## src/rtl/ahb_lite_regfile_slave.sv

```systemverilog
// rtl/ahb_lite_regfile_slave.sv - AHB-Lite slave with 16 x 32-bit byte-writable registers.
// Define AHB_REGFILE_WAIT_STATE_EN to insert one wait cycle into every legal data phase.
module ahb_lite_regfile_slave (
  input  logic        HCLK,
  input  logic        HRESETIN,
  input  logic        HSELX,
  input  logic        HREADY,
  input  logic        HWRITE,
  input  logic [1:0]  HTRANS,
  input  logic [1:0]  HSIZE,
  input  logic [31:0] HADDR,
  input  logic [31:0] HWDATA,
  output logic [31:0] HRDATA,
  output logic        HREADYOUT,
  output logic        HRESP
);

  typedef enum logic [2:0] {
    ST_IDLE,
    ST_DATA,
    ST_WAIT,
    ST_ERR1,
    ST_ERR2
  } state_t;

`ifdef AHB_REGFILE_WAIT_STATE_EN
  localparam state_t LEGAL_STATE = ST_WAIT;
`else
  localparam state_t LEGAL_STATE = ST_DATA;
`endif

  state_t      state;
  logic [31:0] regs [16];
  logic        wr_q;
  logic [1:0]  size_q;
  logic [5:0]  addr_q;

  logic        accept;
  logic        illegal;
  logic        commit;
  logic [3:0]  lane_en;
  logic [3:0]  widx;
  logic [3:0]  ridx;
  logic [31:0] merged;
  logic        unused_ok;

  assign unused_ok = ^{HADDR[31:6], HTRANS[0]};

  always_comb begin
    accept = HSELX && HREADY && HTRANS[1];
    case (HSIZE)
      2'b00:   illegal = 1'b0;
      2'b01:   illegal = HADDR[0];
      2'b10:   illegal = |HADDR[1:0];
      default: illegal = 1'b1;
    endcase
    widx   = addr_q[5:2];
    ridx   = HADDR[5:2];
    commit = (state == ST_DATA) && wr_q;
    case (size_q)
      2'b00:   lane_en = 4'b0001 << addr_q[1:0];
      2'b01:   lane_en = addr_q[1] ? 4'b1100 : 4'b0011;
      default: lane_en = 4'b1111;
    endcase
    // Pending write merged into the old value; also used to bypass a read of the same register.
    merged = regs[widx];
    for (int b = 0; b < 4; b++) begin
      if (lane_en[b]) merged[8*b +: 8] = HWDATA[8*b +: 8];
    end
  end

  always_ff @(posedge HCLK or negedge HRESETIN) begin
    if (!HRESETIN) begin
      state     <= ST_IDLE;
      wr_q      <= 1'b0;
      size_q    <= 2'b00;
      addr_q    <= 6'd0;
      HRDATA    <= 32'd0;
      HREADYOUT <= 1'b1;
      HRESP     <= 1'b0;
      for (int i = 0; i < 16; i++) regs[i] <= 32'd0;
    end else begin
      if (commit) regs[widx] <= merged;
      case (state)
        ST_WAIT: begin
          state     <= ST_DATA;
          HREADYOUT <= 1'b1;
        end
        ST_ERR1: begin
          state     <= ST_ERR2;
          HREADYOUT <= 1'b1;
          HRESP     <= 1'b1;
        end
        default: begin
          // IDLE, DATA and ERR2 all end with HREADYOUT=1, so a new address phase may be taken.
          state     <= ST_IDLE;
          HRDATA    <= 32'd0;
          HREADYOUT <= 1'b1;
          HRESP     <= 1'b0;
          if (accept) begin
            wr_q   <= HWRITE;
            size_q <= HSIZE;
            addr_q <= HADDR[5:0];
            if (illegal) begin
              state     <= ST_ERR1;
              HREADYOUT <= 1'b0;
              HRESP     <= 1'b1;
            end else begin
              state     <= LEGAL_STATE;
              HREADYOUT <= (LEGAL_STATE == ST_DATA);
              if (!HWRITE) HRDATA <= (commit && (widx == ridx)) ? merged : regs[ridx];
            end
          end
        end
      endcase
    end
  end

endmodule
```

## config.mk

```make
export PLATFORM = sky130hd
export DESIGN_NAME = ahb_lite_regfile_slave
export DESIGN_NICKNAME = d
export VERILOG_FILES = /design/src/rtl/ahb_lite_regfile_slave.sv
export SDC_FILE = /design/constraint.sdc
export NUM_CORES = 1
export LEC_CHECK = 0
export BUFFER_PORTS_ARGS = -buffer_cell sky130_fd_sc_hd__clkbuf_2
export CAP_MARGIN = 20
export CORE_MARGIN = 2
export CORE_UTILIZATION = 54
export CTS_CLUSTER_DIAMETER = 40
export DETAILED_ROUTE_END_ITERATION = 10
export PLACE_DENSITY = 0.71
export SLEW_MARGIN = 10
export SYNTH_ARGS = -nofsm -noshare
export SYNTH_HDL_FRONTEND = slang
export SYNTH_SLANG_ARGS = --single-unit
```

## constraint.sdc

```tcl
create_clock -name HCLK -period 2.75 [get_ports HCLK]
set_input_delay 0.1375 -clock HCLK [delete_from_list [all_inputs] [get_ports HCLK]]
set_output_delay 0.1375 -clock HCLK [all_outputs]
set_load 0.01 [all_outputs]
```

==> metrics.txt <==
register area share after synthesis=0.4624; WP buf/inv=1; Synth area leader=dfrtp_1; Mapped Nets=2732; Worst Path Required=~3.3 ns; Non-Filler Instances=3582; Peak supply drop=~0.55 mV; post-synthesis average cell area=around 11 µm²; total grt overflow=0; CTS Buf Count=just over 90; Yosys warning count=0; crit end category=flip-flop; Sink Count=558; hold crit path type=primary input to flip-flop; global-route wire length before repair=roughly 150 mm; WS Path Type=flip-flop to flip-flop; IO Pins=around 110; gpl congestion=just under 0.9; diode count=0; Core Box Area=around 55000 µm²; top cells by area, synth=dfrtp_1 (46%), mux2i_1 (11%), mux2_2 (9.5%), mux4_2 (6.3%), o31ai_1 (5.9%); area growth from synthesis to layout=18.00%; DR vias/cell=between 6 and 7; Arr. time, crit path=roughly 3.3 ns; Netlist Area Pre-Place=approximately 30000 µm²; Hold Fails Final Rpt=13; Startpoint Class=flip-flop; crit share post-route=0.9749; port buffer count=just under 80; initial antenna violation count=3; #FFs+latches synth=558; vias in the first global route=between 20000 and 25000; Fmax=~370 MHz; largest net degree at the start of global routing=84; Worst path top cell family by delay=compound AO/OA/AOI/OAI gates; # placed instances=around 3400; Post-synth EDFFs=0; PwrDens=between 800 and 900 nW/µm²; DRT iter0 DRCs=a little under 3000; Bufs on Longest Clock Path=3; R2R Path Start=addr_q[2]$_DFFE_PN0P_; status=complete, but fails checks; hold slack=-0.03175 ns; crit-path max cell delay=0.60 ns; Routed WL per cell=roughly 28 µm; Worst slew margin=0.2355; multi-input combinational cell area=~15000 µm²; RSZ-0062 raised after global routing=no; ys async rst share=1.000; violated checks=negative hold slack; Syn Inst Count=roughly 2700; number of max-cap violations=0; fin. max-slew vios=0; Fillers=roughly 4100; slowest CP cell=dfrtp_4; WP depth=6; Clock Skew=between 0.02 and 0.03 ns; Worst R2R Path Depth=6; ratio of cells with drive above 1 in the final layout=0.2830; DR vias=approximately 24000; die height=roughly 240 µm; Die ar.=between 50000 and 60000 µm²; Leak Pwr=around 16 nW; Crit. Startpoint=addr_q[2]$_DFFE_PN0P_; Final ANT Viol Nets=0; post-synth top area share=0.4615; Worst Setup EP=regs[370]$_DFFE_PN0P_; Least-Margin Pin Slew=~1.1 ns; Post-synth top flop=dfrtp_1; Period minus WS final=roughly 2.7 ns; DRC=0; CP Max Fanout=23; final setup TNS=0 ns; final WL=98.55 mm; Rows=86; Clk Latency, worst-skew pair=~0.64 ns; Initial Utilization=0.5471; CTS clock-pin slew for the worst setup and hold paths=approximately 0.050 ns; Detailed Place HPWL=~59 mm; post-synthesis cell type count=46; number of H-tree levels=3; # nets final=between 2000 and 3000; CTS root buffer=clkbuf_16; TritonCTS clock tree=built; First-pass DRT Iterations=6; All-Layer GR Usage=0.3443; RR Endpoint=regs[370]$_DFFE_PN0P_; crit-path cells=or3b_2 > buf_4 > o22ai_1 > nor3_1 > a21oi_1 > mux2_2; FF/Latch Area=13970 µm²; Setup Viol. Count Final=0; r2r setup slk=0.07 ns; Die X=approximately 240 µm
worst min path at each step:
stage               start               endpoint  slack (ns)  depth (start not counted)
2_1_floorplan    HRESETIN  HRDATA[0]$_DFFE_PN0P_       -0.16                          0
3_3_place_gp     HRESETIN  regs[155]$_DFFE_PN0P_        0.17                          1
3_5_place_dp     HRESETIN  regs[155]$_DFFE_PN0P_        0.17                          1
4_1_cts        HWDATA[13]  regs[429]$_DFFE_PN0P_        0.03                          3
5_1_grt        HWDATA[10]  regs[106]$_DFFE_PN0P_       0.008                          3
6_report        HWDATA[2]  regs[258]$_DFFE_PN0P_       -0.03                          3
cell families (layout without fill, tap and decap cells):
kind of cell | Yosys count | after routing | synth area share
buffers and inverters | 268 | 443 | 0.04495
flip-flops | 558 | 558 | 0.4624
AO/OA/AOI/OAI | 580 | 580 | 0.1322
XOR/XNOR | 4 | 4 | 0.001160
AND/OR/NAND/NOR | 571 | 571 | 0.08613
multiplexers | 678 | 678 | 0.2732
cells in the mapped netlist, types with 5 or more instances:
library cell	instances
o2111ai_1	23
or3_1	25
nand3_1	23
o211ai_1	17
buf_6	21
a221oi_1	14
or2_2	8
nor3_1	23
o21ai_0	81
a21oi_1	40
buf_4	36
nand3b_1	6
and2_1	28
mux4_1	5
nand2b_1	7
mux2_2	255
nor4_1	9
inv_1	7
buf_2	47
mux2i_1	333
dfrtp_1	557
and3_1	15
o31ai_1	238
clkbuf_1	146
nor3_2	5
a21bo_1	13
or4_1	23
nand2_1	327
nor2_1	65
o22ai_1	134
buf_1	11
mux4_2	85
cell type report:
type,instances,share of cell area
clock buffers,110,0.07022
clock inverters,64,0.02338
inverters,7,0.0007373
multi-input cells,1833,0.4210
flip-flops and latches,558,0.3921
well taps,748,0.02626
repair buffers,262,0.06622
metrics by stage:
step	hold slack, ns	setup WS [ns]	utilization	cell area, µm²	power, mW
finish	-0.03175	0.06897	0.6456	35640	32.01
CTS	0.02833	0.1267	0.6431	35500	31.83
floorplan	-0.1581	0.7295	-	30200	16.96
global placement	0.1739	0.2370	0.5809	32070	18.93
detailed placement	0.1739	0.1531	0.5813	32090	19.38
global route	0.008334	0.004275	0.6456	35640	33.29
worst reg2reg max path, cell delays in order (launching register included):
cell and delay [ns]:
dfrtp_4 0.60, or3b_2 0.50, buf_4 0.33, o22ai_1 0.24
nor3_1 0.08, a21oi_1 0.57, mux2_2 0.29
registers in the layout, summed over array words and instances, names as in the netlist:
signal     cells
state          3
HREADYOUT      1
regs         512
HRESP          1
addr_q         6
HRDATA        32
wr_q           1
size_q         2
layout by cell type, fill, tap and decap left out, drive strengths merged, types with 17 or more instances in the layout:
cell,n
a21oi,40
and2,28
buf,172
clkbuf,187
clkinv,29
dfrtp,557
inv,17
mux2,255
mux2i,333
mux4,90
nand2,327
nand3,23
nor2,66
nor3,28
o2111ai,23
o211ai,17
o21ai,81
o22ai,134
o31ai,238
or3,25
or4,23
power breakdown:
group / internal [mW] / leakage [nW] / switching [mW]
logic: 3.64 / 8.29 / 4.17
clock network: 8.05 / 1.62 / 4.35
registers: 10.2 / 5.99 / 1.62
total: 21.9 / 15.9 / 10.1
what timing repair did:
action	in CTS	in global routing
buffers inserted	0	0
hold buffers	8	5
resized for setup	0	1
hold endpoints to repair	73	10
setup endpoints to repair	0	2
routing by layer:
metal | global-route usage | vias up | wire length (µm)
met1 | 0.4538 | 12170 | 37900
met3 | 0.08094 | 386 | 10660
li1 | - | 10230 | -
met2 | 0.5313 | 1573 | 44760
met4 | 0.1790 | 4 | 5206
met5 | 0.004329 | - | 26
No activity file was read; power rests on OpenSTA's default activity.
